`src/rtl/run_controller.sv`:
```
// Run sequencer for a small core: clears the core, lets it run until it halts
// or the watchdog expires, then reports completion until the host drops req.
module run_controller #(
  parameter int CNT_W      = 16,
  parameter int MAX_CYCLES = 50000,
  parameter int CLR_CYCLES = 2
) (
  input  logic             clk,
  input  logic             reset,
  input  logic             req,
  input  logic             halt,
  output logic             core_clr,
  output logic             core_en,
  output logic             busy,
  output logic             done,
  output logic             timeout,
  output logic [CNT_W-1:0] cycles
);

  localparam int               CLR_W    = (CLR_CYCLES > 1) ? $clog2(CLR_CYCLES) : 1;
  localparam logic [CLR_W-1:0] CLR_LAST = CLR_W'(CLR_CYCLES - 1);
  localparam logic [CLR_W-1:0] CLR_ONE  = CLR_W'(1);
  localparam logic [CNT_W-1:0] MAX_C    = CNT_W'(MAX_CYCLES);
  localparam logic [CNT_W-1:0] CNT_ONE  = CNT_W'(1);

  typedef enum logic [1:0] {
    IDLE  = 2'd0,
    CLEAR = 2'd1,
    RUN   = 2'd2,
    DONE  = 2'd3
  } state_t;

  state_t           state_r;
  state_t           state_s;
  logic [CLR_W-1:0] clr_cnt_r;
  logic [CLR_W-1:0] clr_cnt_s;
  logic [CNT_W-1:0] cycles_s;
  logic             timeout_s;

  // Next-state, clear-phase counter, run counter and watchdog flag
  always_comb begin
    state_s   = state_r;
    clr_cnt_s = clr_cnt_r;
    cycles_s  = cycles;
    timeout_s = timeout;
    case (state_r)
      IDLE: begin
        if (req) begin
          state_s   = CLEAR;
          clr_cnt_s = {CLR_W{1'b0}};
          cycles_s  = {CNT_W{1'b0}};
          timeout_s = 1'b0;
        end else begin
          state_s = IDLE;
        end
      end
      CLEAR: begin
        if (clr_cnt_r == CLR_LAST) begin
          state_s   = RUN;
          clr_cnt_s = {CLR_W{1'b0}};
        end else begin
          clr_cnt_s = clr_cnt_r + CLR_ONE;
        end
      end
      RUN: begin
        // Saturating count; the watchdog exit below keeps it at or under MAX_C
        if (cycles != MAX_C) begin
          cycles_s = cycles + CNT_ONE;
        end else begin
          cycles_s = cycles;
        end
        if (halt) begin
          state_s   = DONE;
          timeout_s = 1'b0;
        end else if ((cycles + CNT_ONE) == MAX_C) begin
          state_s   = DONE;
          timeout_s = 1'b1;
        end else begin
          state_s = RUN;
        end
      end
      DONE: begin
        if (!req) begin
          state_s = IDLE;
        end else begin
          state_s = DONE;
        end
      end
      default: begin
        state_s = IDLE;
      end
    endcase
  end

  // State and registered Moore outputs; reset aborts any run immediately
  always_ff @(posedge clk or negedge reset) begin
    if (!reset) begin
      state_r   <= IDLE;
      clr_cnt_r <= {CLR_W{1'b0}};
      cycles    <= {CNT_W{1'b0}};
      timeout   <= 1'b0;
      core_clr  <= 1'b0;
      core_en   <= 1'b0;
      busy      <= 1'b0;
      done      <= 1'b0;
    end else begin
      state_r   <= state_s;
      clr_cnt_r <= clr_cnt_s;
      cycles    <= cycles_s;
      timeout   <= timeout_s;
      core_clr  <= (state_s == CLEAR);
      core_en   <= (state_s == RUN);
      busy      <= (state_s == CLEAR) || (state_s == RUN);
      done      <= (state_s == DONE);
    end
  end

endmodule

```
`config.mk`:
```
export PLATFORM = sky130hd
export DESIGN_NAME = run_controller
export DESIGN_NICKNAME = d
export VERILOG_FILES = /design/src/rtl/run_controller.sv
export SDC_FILE = /design/constraint.sdc
export NUM_CORES = 1
export LEC_CHECK = 0
export ABC_AREA = 1
export CAP_MARGIN = 20
export CORE_MARGIN = 5
export CORE_UTILIZATION = 52
export DETAILED_ROUTE_END_ITERATION = 6
export GPL_ROUTABILITY_DRIVEN = 0
export GPL_TIMING_DRIVEN = 0
export HOLD_SLACK_MARGIN = 0.15
export PLACE_DENSITY = 0.83
export SETUP_SLACK_MARGIN = 0.05
export SYNTH_ARGS = -nofsm -noshare
export SYNTH_HDL_FRONTEND = slang
export SYNTH_SLANG_ARGS = --single-unit
```
`constraint.sdc`:
```
create_clock -name clk -period 2.5 [get_ports clk]
set_input_delay 0.75 -clock clk [delete_from_list [all_inputs] [get_ports clk]]
set_output_delay 0.75 -clock clk [all_outputs]
set_load 0.01 [all_outputs]
```
==> summary.md, run 1 <==
| Metric | Value |
|---|---|
| Initial core utilization | 0.526 |
| Placed insts | 251 |
| # H-tree levels | 1 |
| Core footprint | 2690 um2 |
| Finished Layout Cells | 257 |
| Drt drc | 0 |
| Max Cap Viol | 0 |
| Crit path max-delay family | simple AND/OR/NAND/NOR gates |
| Post-Syn Area | approximately 1400 um2 |
| Worst EP arrival | around 2400 ps |
| Buf+Inv Stages, Crit Path | 2 |
| CTS Sinks | 24 |
| Unique masters post-synth | 20 |
| Final period util | 0.878 |
| Final Skew | 6.14 ps |
| GR Util All Layers | 0.184 |
| DP HPWL | 2410 um |
| Syn Nets | about 210 |
| Initial drt markers | 67 |
| Synth area leaders | dfrtp_1 43%, nand2_1 16%, inv_1 7.4% |
| CP max-delay cell | dfrtp_2 |
| Most area-hungry cell type in the Yosys netlist | dfrtp_1 |
| Reg-to-reg startpoint | cycles[0] |
| Reg2Reg Setup Slack | 300 ps |
| Ant diodes | 0 |
| Hold crit path type | reg -> reg |
| Tmin final | 2200 ps |
| Rows | 19 |
| First-pass GRT wire length | 5940 um |
| Worst Setup SP | cycles[0] |
| Height of the chip | 62.1 um |
| CTS tree | done |
| Hold depth | 2 |
| Final instance area | 1770 um2 |
| Hold path startpoint | clr_cnt_r |
| Setup Crit Path Kind | reg -> reg |
| Slew Limit Headroom | 0.647 |
| Initial antenna violation count | 0 |
| Hold endpoint | clr_cnt_r |
| Die area | 3860 um2 |
| Setup tns final | 0 ps |
| Status | completed |
| Vias per std cell | between 5 and 6 |
| Pwr Density | 779 nW/um2 |
| Clk Latency, worst-skew pair | 320 ps |
| Number of buffers created by CTS | 3 |
| Area Growth Syn to Fin | 25.4% |
| Routed Antenna Nets | 0 |
| Reg2Reg Depth | 16 |
| Endpoint class of the critical path | flop |
| Fmax | between 0.4 and 0.5 GHz |
| Startpoint Class | flop |
| CP Cell Sequence | ha_2, nand3_2, nor2_4, nand2_1, nand2_1, nand2_1, inv_1, nand2_1, nor2_1, nand3_1, nand2_1, nand2_1, nand2_2, nor2_2, ha_1, inv_1 |
| Final setup vio count | 0 |
| Vias after detailed routing | 1391 |
| CTS Root Cell | clkbuf_4 |
| WL per Instance | between 10 and 15 um |
| Sequential area share after synthesis | 0.425 |
| Final hold violations | 0 |
| Total congestion overflow | 0 |
| Yosys warns | 0 |
| Largest net degree at the start of global routing | 25 |
| Fraction of layout cells with a size suffix above 1 | 0.0841 |
| Post-synth top area share | 0.425 |
| IO Count | 25 |
| CP max FO | 7 |
| Total wire length | 3300 um |
| Final nets | 236 |
| Worst stage delay on the critical path | between 400 and 500 ps |
| Worst-margin pin slew | 527 ps |
| Unrepaired setup endpoints after global routing | false |
| P_leak | 0.785 nW |
| DR pass1 iterations | 4 |
| Most used cell along the critical path | nand2_1 |
| Yosys reg bits | 24 |
| Reg-to-reg endpoint | busy |
| Worst VDD drop | 0.000666 V |
| DIE WIDTH | 62.1 um |
| Clock transition at path regs | 140 ps |
| PortBufs | 24 |
| CTS Buffer Depth | 2 |
| Area after DPL | 1690 um2 |
| Cells after Synth | 196 |
| Pins Over Slew Limit | 0 |
| CP required | 2740 ps |
| Vias in the first global route | 1342 |
| Syn Area/Cell | 7.21 um2 |
==> tightest hold or removal path: stages (launching register included) <==
cell and delay [ps]:
dfrtp_1 370, nand3_1 80, nand2_1 50
==> Yosys cell counts <==
| cell | count |
|---|---|
| o21ai_0 | 11 |
| clkbuf_1 | 1 |
| nor2_4 | 3 |
| nand2_2 | 3 |
| nand2_1 | 59 |
| nand3_2 | 1 |
| o22ai_1 | 5 |
| ha_1 | 5 |
| nor2_2 | 2 |
| o21ai_1 | 1 |
| nor4_1 | 1 |
| nand4_1 | 6 |
| o211ai_1 | 1 |
| a21oi_1 | 4 |
| nor3_1 | 2 |
| inv_1 | 28 |
| nor2_1 | 18 |
| nand3_1 | 20 |
| inv_2 | 1 |
| dfrtp_1 | 24 |
==> through the flow <==
| step | total power (W) | worst slack (ps) | hold slack [ps] | util |
|---|---|---|---|---|
| floorplan | 0.000867 | 510 | 454 | - |
| CTS | 0.00138 | 249 | 523 | 0.649 |
| global placement | 0.00109 | 122 | 490 | 0.630 |
| global route | 0.00150 | 35.2 | 564 | 0.660 |
| finish | 0.00138 | 304 | 520 | 0.660 |
| detailed placement | 0.00110 | 121 | 493 | 0.630 |
==> placed cells by master (no fill, tap or decap) <==
cell / instances
nor2_2: 2
o211ai_1: 1
nor2_1: 18
nor2_4: 3
ha_2: 1
nand3_2: 1
nand2_2: 3
a21oi_1: 4
bufinv_16: 1
nor3_1: 2
clkdlybuf4s50_1: 24
clkbuf_1: 1
dfrtp_1: 22
nand3_1: 20
nand4_1: 6
o21ai_0: 11
o21ai_1: 1
inv_2: 1
ha_1: 4
buf_4: 1
buf_8: 1
nor4_1: 1
dfrtp_2: 2
nand2_1: 59
clkbuf_4: 3
inv_1: 28
o22ai_1: 5
==> power by group <==
| part | total [W] | internal (W) | leakage [nW] | switching [W] |
|---|---|---|---|---|
| logic | 0.000543 | 0.000215 | 0.439 | 0.000328 |
| registers | 0.000556 | 0.000480 | 0.319 | 0.0000755 |
| clock network | 0.000282 | 0.000162 | 0.0279 | 0.000120 |
==> area by class of cell <==
cell class / instances / area, um2
fillers: 246 / 915
multi-input cells: 142 / 702
flip-flops and latches: 24 / 603
repair buffers: 26 / 263
inverters: 29 / 109
well taps: 31 / 38.8
clock inverters: 1 / 30.0
clock buffers: 3 / 22.5
plain buffers: 1 / 3.75
==> flip-flops by register name (all words and copies together), names as in the netlist <==
signal	flops
cycles	16
timeout	1
core_clr	1
core_en	1
done	1
clr_cnt_r	1
busy	1
state_r	2
==> kinds of logic (layout without fill, tap and decap cells) <==
family / Yosys count / in the layout / synth area share
fa+ha+maj: 5 / 5 / 0.0443
buf+inv: 30 / 60 / 0.0797
simple gates: 115 / 115 / 0.367
flops: 24 / 24 / 0.425
compound gates: 22 / 22 / 0.0841
==> timing repair <==
item                                    in CTS  in global routing
hold buffers                                 0                  0
setup buffers                                0                  1
gates resized for setup                      0                  3
endpoints found under the setup margin       0                  1
==> how the worst max path moves through the flow <==
stage / to / slack (ps) / cells past startpoint
3_5_place_dp: cycles[3] / 120 / 5
6_report: busy / 300 / 16
2_1_floorplan: busy / 510 / 16
5_1_grt: busy / 40 / 16
4_1_cts: busy / 250 / 16
3_3_place_gp: cycles[3] / 120 / 5
==> metal layers <==
metal	share of wire	GRT usage	routed length (um)	up-vias
met5	0	0	0	-
met4	0.014	0.0759	46	0
met3	0.054	0.0306	178	6
met2	0.51	0.299	1670	41
met1	0.42	0.240	1400	651
li1	-	-	-	693
Power figures use the tool's default switching activity.
==> run 2: changes to the inputs <==
--- a/config.mk
+++ b/config.mk
@@ -18,3 +18,4 @@
 export SYNTH_ARGS = -nofsm -noshare
 export SYNTH_HDL_FRONTEND = slang
 export SYNTH_SLANG_ARGS = --single-unit
+export TNS_END_PERCENT = 50
==> results of run 2 <==
The final DEF is identical to that of run 1; final timing and power are the same.
